**config.mk**
```make
export PLATFORM = sky130hd
export DESIGN_NAME = dclk_fifo_lut
export DESIGN_NICKNAME = d
export VERILOG_FILES = /design/src/rtl/dclk_fifo_lut.sv
export SDC_FILE = /design/constraint.sdc
export NUM_CORES = 1
export LEC_CHECK = 0
export BUFFER_PORTS_ARGS = -buffer_cell sky130_fd_sc_hd__buf_2
export CAP_MARGIN = 20
export CORE_ASPECT_RATIO = 2
export CORE_MARGIN = 1.5
export CORE_UTILIZATION = 35
export CTS_CLUSTER_DIAMETER = 80
export CTS_CLUSTER_SIZE = 12
export DETAILED_ROUTE_END_ITERATION = 10
export PLACE_DENSITY = 0.57
export REMOVE_ABC_BUFFERS = 1
export SLEW_MARGIN = 20
export SYNTH_ARGS = -nofsm -noshare
export SYNTH_HDL_FRONTEND = slang
export SYNTH_SLANG_ARGS = --single-unit
```
**constraint.sdc**
```tcl
create_clock -name clk -period 2.8 [get_ports clk]
set_input_delay 0.56 -clock clk [delete_from_list [all_inputs] [get_ports clk]]
set_output_delay 0.56 -clock clk [all_outputs]
set_load 0.005 [all_outputs]
```
**src/rtl/dclk_fifo_lut.sv**
```systemverilog
// Single-clock FIFO built on a distributed (LUT) register array.
// Read data is registered; pointers carry one extra wrap bit to separate full from empty.
module dclk_fifo_lut #(
   parameter int LOG2_FIFO_DEPTH = 3,
   parameter int FIFO_WIDTH      = 8
) (
   input  logic                       clk,
   input  logic                       arst_n,
   input  logic                       wen,
   input  logic [FIFO_WIDTH-1:0]      wdata,
   output logic                       wfull,
   output logic [LOG2_FIFO_DEPTH:0]   wlevel,
   input  logic                       ren,
   output logic [FIFO_WIDTH-1:0]      rdata,
   output logic                       rempty,
   output logic [LOG2_FIFO_DEPTH:0]   rlevel
);

   localparam int AW    = LOG2_FIFO_DEPTH;
   localparam int DEPTH = 2 ** AW;

   logic [FIFO_WIDTH-1:0] r_mem [DEPTH];
   logic [AW:0]           r_wptr;
   logic [AW:0]           r_rptr;
   logic [FIFO_WIDTH-1:0] r_rdata;

   logic                  w_empty;
   logic                  w_full;
   logic                  w_wrEn;
   logic                  w_rdEn;
   logic [AW:0]           w_level;

   // Equal pointers mean empty; equal addresses with differing wrap bits mean full.
   assign w_empty = (r_wptr == r_rptr);
   assign w_full  = (r_wptr[AW] != r_rptr[AW]) && (r_wptr[AW-1:0] == r_rptr[AW-1:0]);
   assign w_level = r_wptr - r_rptr;

   assign w_wrEn  = wen && !w_full;
   assign w_rdEn  = ren && !w_empty;

   // Storage array is intentionally left out of reset so it maps onto LUT RAM.
   always_ff @(posedge clk) begin
      if (w_wrEn) begin
         r_mem[r_wptr[AW-1:0]] <= wdata;
      end
   end

   always_ff @(posedge clk or negedge arst_n) begin
      if (!arst_n) begin
         r_wptr <= '0;
      end else if (w_wrEn) begin
         r_wptr <= r_wptr + 1'b1;
      end
   end

   // rdata only moves on an accepted read, so it holds across idle and underflow cycles.
   always_ff @(posedge clk or negedge arst_n) begin
      if (!arst_n) begin
         r_rptr  <= '0;
         r_rdata <= '0;
      end else if (w_rdEn) begin
         r_rptr  <= r_rptr + 1'b1;
         r_rdata <= r_mem[r_rptr[AW-1:0]];
      end
   end

   assign wfull  = w_full;
   assign rempty = w_empty;
   assign wlevel = w_level;
   assign rlevel = w_level;
   assign rdata  = r_rdata;

endmodule

```
==> metrics.cfg, run 1 <==
[clock_network]
clock_latency_ps = 340
clk_pin_slew_worst_paths_ps = 60
cts_made_buffers = 9
cts_sinks = 80
ctsHtreeMaxLevel = 3
cts-root-buf = clkbuf_16
holdBufCountCts = 0
post-cts-setup-buffer-count = 0
cts_resized = 0
cts_tree = yes
clockBufferDepth = 2

[place]
dpl_worst_slack_ps = 662.4
io_buffers = 29
gp_congestion = 0.7794
dp_cells = 342
hpwl_mm = 4.433
placed_area_sq_um = 3586

[sta]
rsz0062_at_grt = false
setup_viol = 0
setup_tns_ps = 0
fmax_ghz = 0.4022
whs_ps = 166.7
report.final.slew_viol_count = 0
setup_ws_ps = 313.8
fin_skew_ps = 5.538
period_needed_ps = 2486
hold_viol = 0
slew_headroom_pct = 41.45
worstMarginPinSlew_ps = 876.4
fin_crit_sh_pct = 88.79

[global_routing]
grt-ovfl-total = 0
grt_start_max_net_pins = 36
first_global_vias = 1988
grt_pass1_wl_mm = 10.65
antenna_found_initial = 0
grt_usage_pct = 14.88

[logic_synthesis]
synth-seq-cells = 80
syn_avg_cell_area_sq_um = 15.62
netlist_instances = 212
synth_warnings = 0
syn_area_sq_um = 3312
synth_cell_types = 30
yosysSeqAreaShare_pct = 70.12

[worst_setup_path]
slowest_delay_ps = 490
path_class = reg -> out
crit_path_end_kind = output port
startpoint = r_rptr[1]
r2r_slack_ps = 690
crit_fanout = 8
cp_data_required_time_ps = 2240
rr_worst_depth = 5
cp_slowest_cell = dfrtp_1
crit_chain = inv_1 > ha_1 > a21o_1 > a21oi_1 > xor2_1 > buf_2
r2r_start = r_rptr[1]
cp.arrival_ps = 1930
reg2reg_to = r_mem[7][6]
start_kind = register

[cells_and_area]
postLayoutCellArea_sq_um = 3867
drive_above_1_share_pct = 27.95
instances_no_fill = 358
layout_common_cells = edfxtp_1 (64), buf_2 (29)
diodes = 0
register_area_sq_um = 2322
fin_util_pct = 41.77
fin_nets = 267
final_common_cell = edfxtp_1
fillers = 877
area_delta_synth_final_pct = 16.77
multi_input_area_sq_um = 883.3

[pwr]
p_per_area_nw_per_um2 = 1147
report.power.total_mw = 4.435
p_leak_nw = 1.480
irDropWorstVdd_mv = 0.7121

[flow_run]
cap_violations = 0

[route]
ant_nets = 0
via_count = 1800
wl_per_cell_microns = 18.29
first_pass_iters = 6
first_iter_violations = 130
drc_errors = 0
routed_wl_mm = 6.549
vias_per_cell = 5.028

[floorplanning]
initial_core_util_pct = 35.77
dieArea_sq_um = 10090
rows = 50
die-height_microns = 140.6
die_w_microns = 71.79
io_pins = 30
core_area_sq_um = 9259

[worst_hold_path]
hold_path_class = in -> async

[status]
outcome = complete, no violations

worst max-delay path: cells and delay by family, from the launching register on:
family / cells / cell delay (ps)
AO/OA/AOI/OAI: 2 / 350
XOR/XNOR: 1 / 190
adder cells (fa/ha/maj): 1 / 330
buffers and inverters: 2 / 240
flip-flops: 1 / 490
report_power, final:
group / switching, mW / total (mW) / internal, mW
Sequential: 0.162 / 1.72 / 1.56
Combinational: 0.882 / 1.60 / 0.718
Clock: 0.428 / 1.11 / 0.682
Total: 1.47 / 4.44 / 2.96
registers in the layout, indices dropped and copies added, names as in the netlist:
register,flops
r_mem,64
rdata,8
r_rptr,4
r_wptr,4
how the worst max path moves through the flow:
stage / to / slack (ps)
4_1_cts: rlevel[3] / 290
6_report: rlevel[3] / 310
5_1_grt: rlevel[3] / 150
2_1_floorplan: r_mem[0][0] / -390
3_5_place_dp: rlevel[3] / 660
3_3_place_gp: rlevel[3] / 700
synth_stat cells:
master | number | area, sq um
nor2b_1 | 2 | 12.51
xnor2_1 | 6 | 52.55
fa_1 | 1 | 20.02
nor2_1 | 6 | 22.52
nor3_1 | 4 | 20.02
clkbuf_1 | 1 | 3.750
inv_1 | 10 | 37.54
buf_2 | 3 | 15.01
mux2_2 | 16 | 180.2
xor2_1 | 2 | 17.52
a21oi_1 | 1 | 5.000
ha_1 | 5 | 62.56
xor2_2 | 1 | 16.27
edfxtp_1 | 64 | 1922
nor4_1 | 1 | 6.260
buf_4 | 7 | 52.55
mux2i_1 | 16 | 160.2
nand3_1 | 2 | 10.01
nand2b_1 | 1 | 6.260
dfrtp_1 | 16 | 400.4
nand2_1 | 16 | 60.06
mux2_4 | 1 | 15.01
a22oi_1 | 8 | 60.06
a21o_1 | 1 | 7.510
o21ai_1 | 1 | 5.000
buf_1 | 1 | 3.750
o21ai_0 | 9 | 45.04
nand4_1 | 1 | 6.260
a41oi_2 | 1 | 16.27
o221ai_1 | 8 | 70.07
final cells by class:
cell class | count | area share [%]
well taps | 104 | 3.365
flip-flops and latches | 80 | 60.05
multi-input cells | 110 | 22.84
clock buffers | 11 | 6.017
inverters | 10 | 0.9706
clock inverters | 5 | 1.262
repair buffers | 38 | 5.500
kinds of logic after synthesis:
kind of cell    synth area share, %
flops                         70.12
mux                           10.73
fa+ha+maj                     2.493
simple gates                  4.345
buf+inv                       3.400
xor+xnor                      2.607
compound gates                6.309
per-layer routing:
layer  wire length [microns]  track usage [%]  vias up  part of all wire (%)
li1                        -                -      862                     -
met1                    2522            15.94      890                    39
met2                    3583            25.93       35                    55
met3                     170            3.002       13                   2.6
met4                     272            9.434        0                   4.2
met5                       0                0        -                     0
No activity file was read; power rests on OpenSTA's default activity.
==> inputs of run 2 (changes only) <==
--- a/config.mk
+++ b/config.mk
@@ -5,6 +5,7 @@
 export SDC_FILE = /design/constraint.sdc
 export NUM_CORES = 1
 export LEC_CHECK = 0
+export ABC_AREA = 1
 export BUFFER_PORTS_ARGS = -buffer_cell sky130_fd_sc_hd__buf_2
 export CAP_MARGIN = 20
 export CORE_ASPECT_RATIO = 2
@@ -13,9 +14,11 @@
 export CTS_CLUSTER_DIAMETER = 80
 export CTS_CLUSTER_SIZE = 12
 export DETAILED_ROUTE_END_ITERATION = 10
-export PLACE_DENSITY = 0.57
+export PLACE_DENSITY = 0.56
 export REMOVE_ABC_BUFFERS = 1
+export SETUP_SLACK_MARGIN = 0.02
 export SLEW_MARGIN = 20
 export SYNTH_ARGS = -nofsm -noshare
 export SYNTH_HDL_FRONTEND = slang
 export SYNTH_SLANG_ARGS = --single-unit
+export TNS_END_PERCENT = 1
==> run 2 against run 1 <==
Effect of this change: clock power is 8% lower; count of clock-buffer cells in the layout increased by 1; clock skew up 3.6 ps; register-to-register slack lost 360 ps; power up 3.9%; critical path type unchanged; synthesized cell count rose by 70%; fmax is 6.2% lower; core utilization decreased by 1.0 points; highest routed layer unchanged; worst hold slack worse by 29 ps; largest power group is now combinational logic.
==> metrics.cfg, run 2 <==
[logic_synthesis]
syn_area_sq_um = 3714  ; +12%
synth_xor_area_share_pct = 1.415  ; -1.2 points
synth.area.mux_share_pct = 0  ; -11 points
netlist_instances = 360  ; +70%
synth_area_leaders = edfxtp_1 (52%), nand2_1 (11%), dfrtp_1 (11%)
post-synth-top-area-fraction_pct = 51.75  ; -6.3 points
synthAdderAreaFrac_pct = 2.224  ; -0.27 points
synth-compound-area-share_pct = 0.7749  ; -5.5 points
synth-simple-area-share_pct = 23.45  ; +19 points
yosysSeqAreaShare_pct = 62.53  ; -7.6 points
syn_avg_cell_area_sq_um = 10.32  ; -34%
synth-seq-cells = 80  ; unchanged
synth_enable_flop_cells = 64  ; unchanged
ys_async_sr_fraction_pct = 20.00  ; unchanged
synth.most_common_cell = nand2_1
yosys.area.top_type = edfxtp_1
synth_warnings = 0  ; unchanged
synth_common_cells = nand2_1 (108), edfxtp_1 (64), inv_1 (57)
synth_cell_types = 23  ; -23%
ys.flop_type = edfxtp_1
synth_top_family_by_area = simple AND/OR/NAND/NOR gates

[global_routing]
grt_pass1_wl_mm = 12.65  ; +19%
grt_start_max_net_pins = 36  ; unchanged
first_global_vias = 2428  ; +22%
grt_usage_pct = 15.93  ; +1.1 points
grt-ovfl-total = 0  ; unchanged
antenna_found_initial = 0  ; unchanged

[route]
via_count = 2407  ; +34%
wl_per_cell_microns = 15.55  ; -15%
vias_per_cell = 4.499  ; -11%
first_pass_iters = 5  ; -1
first_iter_violations = 168  ; +29%
ant_nets = 0  ; unchanged
drc_errors = 0  ; unchanged
routed_wl_mm = 8.319  ; +27%

[sta]
fin_crit_sh_pct = 94.62  ; +5.8 points
setup_viol = 0  ; unchanged
slew_headroom_pct = 57.20  ; +16 points
period_needed_ps = 2649  ; +163.3 ps
report.final.slew_viol_count = 0  ; unchanged
rsz0062_at_grt = false
fmax_ghz = 0.3774  ; -6.2%
fin_skew_ps = 9.167  ; +3.629 ps
hold_viol = 0  ; unchanged
worstMarginPinSlew_ps = 639.7  ; -236.7 ps
setup_tns_ps = 0  ; unchanged

[cells_and_area]
fin_util_pct = 40.73  ; -1.0 points
diodes = 0  ; unchanged
fin_nets = 411  ; +54%
drive_above_1_share_pct = 20.60  ; -7.3 points
final_common_cell = nand2_1
layout_common_cells = nand2_1 (108), edfxtp_1 (64), inv_1 (57), nand3_1 (42), buf_2 (29)
area_delta_synth_final_pct = 14.18
largest_reg_flops = 64  ; unchanged

[pwr]
p_leak_nw = 1.925  ; +30%
report.power.total_mw = 4.606  ; +3.9%
irDropWorstVdd_mv = 0.3434  ; -52%
p_per_area_nw_per_um2 = 1086  ; -5.3%

[clock_network]
clk_pin_slew_worst_paths_ps = 60  ; about the same
cts-root-buf = clkbuf_16
clockBufferDepth = 2  ; unchanged
cts_tree = yes
post-cts-setup-buffer-count = 0  ; unchanged
holdBufCountCts = 0  ; unchanged
clock_latency_ps = 340  ; about the same
cts_made_buffers = 9  ; unchanged
ctsHtreeMaxLevel = 3  ; unchanged
cts_resized = 0  ; unchanged
cts_sinks = 80  ; unchanged

[worst_setup_path]
crit_path_end_kind = output port
slowest_delay_ps = 540  ; +50 ps
cp_data_required_time_ps = 2240  ; about the same
crit_fanout = 11  ; +3
rr_worst_depth = 9  ; +4
start_kind = register
crit_cells = 6  ; unchanged
critPathBufInv = 2  ; unchanged
cp.arrival_ps = 2090  ; +160 ps
path_class = reg -> out
cp_slowest_cell = dfrtp_1
cp_top_family = flip-flops
crit_chain = inv_2 > ha_1 > nand2_2 > o21ai_0 > xor2_1 > buf_2

[place]
hpwl_mm = 6.269  ; +41%
gp_congestion = 0.8645  ; +11%
io_buffers = 29  ; unchanged

[floorplanning]
initial_core_util_pct = 35.67  ; -0.10 points
rows = 53  ; +6.0%
io_pins = 30  ; unchanged
die-height_microns = 148.7  ; +5.8%
die_w_microns = 75.84  ; +5.6%
dieArea_sq_um = 11270  ; +12%
core_area_sq_um = 10410  ; +12%

[flow_run]
cap_violations = 0  ; unchanged

[status]
outcome = complete, no violations

[worst_hold_path]
hold_path_class = in -> async

[run 2: layout make-up]
class                   instances  area [sq um]
clock inverters                 4         21.27
repair buffers                 38         212.7
multi-input cells             201          1035
flip-flops and latches         80          2322
inverters                      63         241.5
well taps                     137         171.4
fillers                      1040          6171
clock buffers                  12         236.5
[run 2: where the power goes]
| part | internal (mW) | switching [mW] | leakage, nW |
|---|---|---|---|
| Clock | 0.594 | 0.427 | 0.126 |
| Sequential | 1.55 | 0.130 | 0.777 |
| Combinational | 0.677 | 1.23 | 1.02 |
| Total | 2.82 | 1.79 | 1.93 |
[run 2: path summary, 6_finish.rpt]
path / from / endpoint / slack [ps]
worst max-delay path: r_rptr[2] / rlevel[3] / 150
worst min-delay path: arst_n / rdata[4] / 140
worst max register to register: r_rptr[2] / r_mem[4][2] / 330
worst min register to register: rdata[0] / rdata[0] / 480
max in group asynchronous: arst_n / rdata[7] / 2380
min in group clk: rdata[0] / rdata[0] / 480
[run 2: logic make-up (layout without fill, tap and decap cells)]
group,after synthesis,after routing
buf+inv,79,117
compound gates,5,5
fa+ha+maj,6,6
flops,80,80
simple gates,184,184
xor+xnor,6,6
[run 2: metal layers]
layer | track usage, % | wire length, microns
met2 | 29.00 | 4770
met3 | 2.913 | 247
met1 | 16.23 | 2959
met4 | 8.482 | 342
met5 | 0 | 0
[run 2: through the flow]
stage          cell area, sq um  cells  hold WS, ps  worst slack (ps)
2_1_floorplan              3598    344        264.4             336.7
3_3_place_gp               3983    519        472.8             432.5
3_5_place_dp               3983    519        471.0             355.6
4_1_cts                    4240    535        151.4             147.9
5_1_grt                    4240    535        161.3             42.25
6_report                   4240    535        137.6             150.5
